$ cat config.mk
export PLATFORM = sky130hd
export DESIGN_NAME = crc_create
export DESIGN_NICKNAME = d
export VERILOG_FILES = /design/src/rtl/crc_pkg.sv /design/src/rtl/crc_create.sv
export SDC_FILE = /design/constraint.sdc
export NUM_CORES = 1
export LEC_CHECK = 0
export ABC_AREA = 1
export BUFFER_PORTS_ARGS = -buffer_cell sky130_fd_sc_hd__buf_4
export CAP_MARGIN = 20
export CORE_AREA = 3 3 40 42
export CTS_CLUSTER_SIZE = 40
export DETAILED_ROUTE_END_ITERATION = 16
export DIE_AREA = 0 0 43 45
export PLACE_DENSITY = 0.56
export REMOVE_ABC_BUFFERS = 1
export SYNTH_ARGS = -nofsm -noshare
export SYNTH_HDL_FRONTEND = slang
export SYNTH_SLANG_ARGS = --single-unit
$ cat constraint.sdc
create_clock -name clk -period 2.8 [get_ports clk]
set_clock_uncertainty 0.1 [all_clocks]
set_input_delay 0.28 -clock clk [delete_from_list [all_inputs] [get_ports clk]]
set_output_delay 0.28 -clock clk [all_outputs]
set_load 0.02 [all_outputs]
$ cat src/rtl/crc_pkg.sv
// Shared CRC-8 constants and the single-bit remainder step used by the
// serial generator, and later by the byte-wise CRC and the receiver checker.
package crc_pkg;

  localparam int                   CRC_WIDTH = 8;
  localparam logic [CRC_WIDTH-1:0] CRC_POLY  = 8'h07;
  localparam logic [CRC_WIDTH-1:0] CRC_INIT  = 8'h00;

  typedef logic [CRC_WIDTH-1:0] crc_t;

  // Non-reflected MSB-first step; the implicit x^WIDTH term is the feedback bit.
  function automatic crc_t crc_step_poly(input crc_t crc, input logic bit_v, input crc_t poly);
    logic fb;
    fb = crc[CRC_WIDTH-1] ^ bit_v;
    return {crc[CRC_WIDTH-2:0], 1'b0} ^ (fb ? poly : '0);
  endfunction

  function automatic crc_t crc_step(input crc_t crc, input logic bit_v);
    return crc_step_poly(crc, bit_v, CRC_POLY);
  endfunction

endpackage

$ cat src/rtl/crc_create.sv
// Bit-serial CRC-8 generator: absorbs one bit per enabled clock, MSB first.
// crc is registered and updates one clock after the sampling edge; no backpressure.
module crc_create
  import crc_pkg::*;
#(
  parameter int               WIDTH    = CRC_WIDTH,
  parameter logic [WIDTH-1:0] POLY     = CRC_POLY,
  parameter logic [WIDTH-1:0] INIT_VAL = CRC_INIT
) (
  input  logic             clk,
  input  logic             rst,
  input  logic             bit_in,
  input  logic             init,
  input  logic             enable,
  output logic [WIDTH-1:0] crc
);

  logic [WIDTH-1:0] crc_q;
  logic [WIDTH-1:0] crc_d;

  // init outranks enable so the frame builder can re-seed on any cycle.
  always_comb begin
    crc_d = crc_q;
    if (init) begin
      crc_d = INIT_VAL;
    end else if (enable) begin
      crc_d = crc_step_poly(crc_q, bit_in, POLY);
    end
  end

  always_ff @(posedge clk or negedge rst) begin
    if (!rst) begin
      crc_q <= INIT_VAL;
    end else begin
      crc_q <= crc_d;
    end
  end

  assign crc = crc_q;

endmodule

==> results of run 1 <==
per-stage QoR:
stage          setup WS [ps]  instance area [sq um]  util, %
2_1_floorplan           1740                    364        -
3_3_place_gp            1820                    473     36.8
3_5_place_dp            1800                    473     36.8
4_1_cts                 1590                    505     39.3
5_1_grt                 1560                    505     39.3
6_report                1600                    505     39.3
cells in the mapped netlist:
cell	instances
inv_2	1
inv_1	9
dfrtp_1	8
nand3b_1	1
nor2_2	1
nand2_1	9
nand3_1	6
o21ai_2	2
nand2_2	1
o22ai_1	4
metal layers:
metal	wire length, um	GRT usage (%)	up-vias	part of all wire, %
met1	350	10.7	149	47
met2	374	12.0	5	50
met5	0	0	-	0
met4	0	9.04	0	0
met3	26	2.39	0	3.5
li1	-	-	167	-
cells by family after synthesis:
| kind of cell | synth area share [%] |
|---|---|
| simple gates | 23.0 |
| buf+inv | 10.3 |
| compound gates | 11.7 |
| flops | 55.0 |
power by group:
| group | internal [mW] | switching [mW] |
|---|---|---|
| Clock | 0.0488 | 0.0359 |
| Combinational | 0.0147 | 0.0198 |
| Sequential | 0.120 | 0.00298 |
what timing repair did:
item	in CTS	in global routing
endpoints found under the hold margin	8	0
resized for setup	0	0
hold buffers	1	0
worst paths after layout:
| kind | from | to | slack, ps | cells past startpoint |
|---|---|---|---|---|
| setup / recovery | crc[1] | crc[1] | 1600 | 1 |
| hold / removal | init | crc[2] | 190 | 4 |
| setup reg to reg | crc[7] | crc[1] | 1790 | 5 |
| hold reg to reg | crc[2] | crc[2] | 410 | 2 |
| max in group asynchronous | rst | crc[6] | 2180 | 2 |
| min in group asynchronous | rst | crc[2] | 290 | 2 |
cell type report:
class / count / area share, %
Tap cell: 15 / 3.71
Clock buffer: 3 / 4.46
Sequential cell: 8 / 39.6
Inverter: 10 / 7.43
Timing Repair Buffer: 13 / 19.8
Multi-Input combinational cell: 24 / 25.0
==> results.toml, run 1 <==
[status]
outcome = "finished, final reports clean"

[place]
gp_congestion = 0.770
port_buffers = 12
hpwl_um = 583
dp.cells = 69

[timing]
drv_slew = 0
max_freq_ghz = 0.834
period_share_pct = 42.8
rsz0062_at_grt = "no"
worst_pin_slew_ps = 214
hold_viol_final = 0
fin_crit_ps = 1200
setup_tns_ps = 0
holdWs_ps = 189
slew-limit-headroom_pct = 85.7
setup_viol = 0

[clock_network]
htreeDepth = 1
path_clk_slew_ps = 50
cts_made_buffers = 3
cts_max_path_buffers = 2
clk_latency_ps = 250
clock-sinks = 8
postCtsSetupBuffers = 0
cts-root-buf = "clkbuf_4"
cts_tree = "yes"

[power]
powerDensity_nw_per_um2 = 479
leakagePower_nw = 0.262
ir_worst_vdd_uv = 172
total_power_uw = 242

[setup_path]
path_delay_family = "flip-flops"
crit_fanout = 4
cp-end-kind = "output port"
crit_required_ps = 2420
crit_buf_inv = 1
worstPathArrival_ps = 820
slowest_stage = "dfrtp_1"
crit_path_start_kind = "register"
max_stage_delay_ps = 400
critPathKind = "register to output port"
worstPathCellList = "buf_4"

[detailed_routing]
wire_per_inst_um = 10.3
drcViolationCount = 0
viasPerCell = 4.40
vias = 321
ant_nets = 0
totalWireLength_um = 752
drt_iter0_drc = 5
first_pass_iters = 2

[finish]
num_antenna_cells = 0
drive_gt1_share_pct = 34.5
final_common_cell = "buf_4"
area_growth_pct = 38.8
fillers = 142
largest_reg_flops = 8
instances_no_fill = 73
final_cell_mix = "12 x buf_4, 9 x inv_1, 9 x nand2_1"
multi_input_area_sq_um = 126
fin_nets = 65
seqCellArea_sq_um = 200

[synthesis]
synth.area.top_cells = "dfrtp_1 55%, inv_1 9.3%, nand2_1 9.3%"
post_synth_num_cell_types = 10
synth_cells = 42
syn_area_sq_um = 364
yosysWarningCount = 0
yosys.area.top_type = "dfrtp_1"
ys_seq_elements = 8
synth_top_area_share_pct = 55.0
avgSynthCellArea_sq_um = 8.67
seq_area_frac_synth_pct = 55.0

[global_route]
grt_pass1_wl_um = 1180
antenna_found_initial = 0
grt_max_degree = 9
grt_pass1_vias = 294
grt_overflow = 0
grtUsageTotal_pct = 8.75

[die]
die_area_sq_um = 1940
dieHeight_um = 45
coreArea_sq_um = 1280
initial_core_util_pct = 28.3
pin_count = 13
fp.dieW_um = 43
rows = 13

[job]
max_cap_viol_count = 0

[hold_path]
hold_class = "input port to register"
(Power assumes the default switching activity.)
==> inputs of run 2 (changes only) <==
--- a/config.mk
+++ b/config.mk
@@ -12,7 +12,7 @@
 export CTS_CLUSTER_SIZE = 40
 export DETAILED_ROUTE_END_ITERATION = 16
 export DIE_AREA = 0 0 43 45
-export PLACE_DENSITY = 0.56
+export PLACE_DENSITY = 0.58
 export REMOVE_ABC_BUFFERS = 1
 export SYNTH_ARGS = -nofsm -noshare
 export SYNTH_HDL_FRONTEND = slang
==> constraint.sdc (replaced) <==
create_clock -name clk -period 1 [get_ports clk]
set_clock_uncertainty 0.1 [all_clocks]
set_input_delay 0.1 -clock clk [delete_from_list [all_inputs] [get_ports clk]]
set_output_delay 0.1 -clock clk [all_outputs]
set_load 0.02 [all_outputs]
==> results.toml, run 2 (synthesis results as in run 1) <==
[setup_path]
crit_path_start_kind = "register"
worstPathArrival_ps = 830
r2r-end = "crc[2]"
crit_fanout = 4
max_stage_delay_ps = 420
r2r_cells = 4
crit_start = "crc[7]"
cp-end-kind = "output port"
slowest_stage = "dfrtp_1"
path_delay_family = "flip-flops"
crit_required_ps = 800
rrSetupSlack_ps = 0
r2r_start = "crc[1]"
crit_buf_inv = 1
critPathKind = "register to output port"
worstPathCellList = "buf_6"

[timing]
period_share_pct = 103
worst_pin_slew_ps = 207
rsz0062_at_grt = "yes"
fin_ws_ps = -30.7
slew-limit-headroom_pct = 86.2
setup_tns_ps = -50.6
max_freq_ghz = 0.970
fin_crit_ps = 1030
hold_viol_final = 0
drv_slew = 0
setup_viol = 3

[place]
gp_congestion = 0.727
hpwl_um = 633
port_buffers = 12

[power]
leakagePower_nw = 0.289
powerDensity_nw_per_um2 = 1250
total_power_uw = 715
ir_worst_vdd_uv = 800

[die]
dieHeight_um = 45
fp.dieW_um = 43
coreArea_sq_um = 1280
initial_core_util_pct = 28.3
pin_count = 13
die_area_sq_um = 1940
rows = 13

[global_route]
grt_pass1_vias = 341
antenna_found_initial = 0
grt_pass1_wl_um = 1370
grt_max_degree = 9
grt_overflow = 0
grtUsageTotal_pct = 10.2

[status]
violations = "negative setup slack"
outcome = "complete, but fails checks"

[clock_network]
htreeDepth = 1
path_clk_slew_ps = 60
clock-sinks = 8
clk_latency_ps = 260
cts-root-buf = "clkbuf_4"
cts_max_path_buffers = 2
cts_tree = "yes"
cts_made_buffers = 3

[detailed_routing]
totalWireLength_um = 865
first_pass_iters = 4
drt_iter0_drc = 9
ant_nets = 0
drcViolationCount = 0
viasPerCell = 4.40
vias = 339
wire_per_inst_um = 11.2

[hold_path]
hold_end = "crc[1]"
hold_class = "input port to register"
min-delay-start = "enable"
hold_depth = 4

[finish]
drive_gt1_share_pct = 40.3
final_cell_mix = "9 x buf_6, 8 x nand2_1, 8 x inv_1, 8 x dfrtp_1"
final_common_cell = "buf_6"
largest_reg_flops = 8
fin_nets = 69
num_antenna_cells = 0
area_growth_pct = 57.7

[job]
max_cap_viol_count = 0
==> run 2: changes by cell type in the layout (fill, tap and decap cells not counted) <==
cell,delta
buf_4,-6
dlygate4sd3_1,+1
buf_6,+9
inv_1,-1
inv_2,+1
nand2_2,+1
nand2_1,-1
==> run 2: timing repair <==
action,4_1_cts,5_1_grt
setup endpoints to repair,6,11
hold endpoints to repair,9,0
setup buffers,2,1
hold buffers,2,0
pin swaps,0,0
resized for setup,5,6
==> run 2: where the power goes <==
part	total (mW)	internal, mW	switching [mW]
Combinational	0.120	0.0593	0.0611
Clock	0.250	0.138	0.113
Sequential	0.345	0.335	0.00966
Total	0.715	0.532	0.184
==> run 2: per-layer routing <==
layer	vias up	global-route usage (%)	wire, um
met5	-	0	0
met4	0	7.23	15
li1	177	-	-
met3	2	3.98	46
met1	151	11.6	357
met2	9	15.6	445
==> run 2: through the flow <==
step / hold WS [ps] / std cells / utilization [%] / instance area, sq um / setup slack, ps
after floorplan: -296 / 42 / - / 364 / -60.9
after global placement: -175 / 69 / 36.8 / 473 / 45.5
after detailed placement: -173 / 69 / 36.8 / 473 / 7.33
after CTS: 0.352 / 76 / 42.6 / 548 / -29.2
after global routing: 51.6 / 77 / 44.7 / 574 / -75.3
final: 10.8 / 77 / 44.7 / 574 / -30.7
==> run 2: area by class of cell <==
class                      count  area [sq um]
timing repair buffer          17           166
inverter                      10          37.5
fill                         124           711
multi-input combinational     24           129
sequential                     8           200
tap                           15          18.8
clock buffer                   3          22.5
==> run 2: worst max path at each step <==
stage / end / slack [ps] / depth (start not counted)
floorplan: crc[2] / -60 / 5
global placement: crc[2] / 50 / 5
detailed placement: crc[1] / 7 / 5
CTS: crc[7] / -30 / 1
global route: crc[1] / -80 / 5
finish: crc[7] / -30 / 1
==> run 2: worst register-to-register path, cell delays in order, from the launching register on <==
cell and delay, ps:
dfrtp_1 400, buf_6 130, nand3b_1 140, nand3_1 80, nand2_1 50
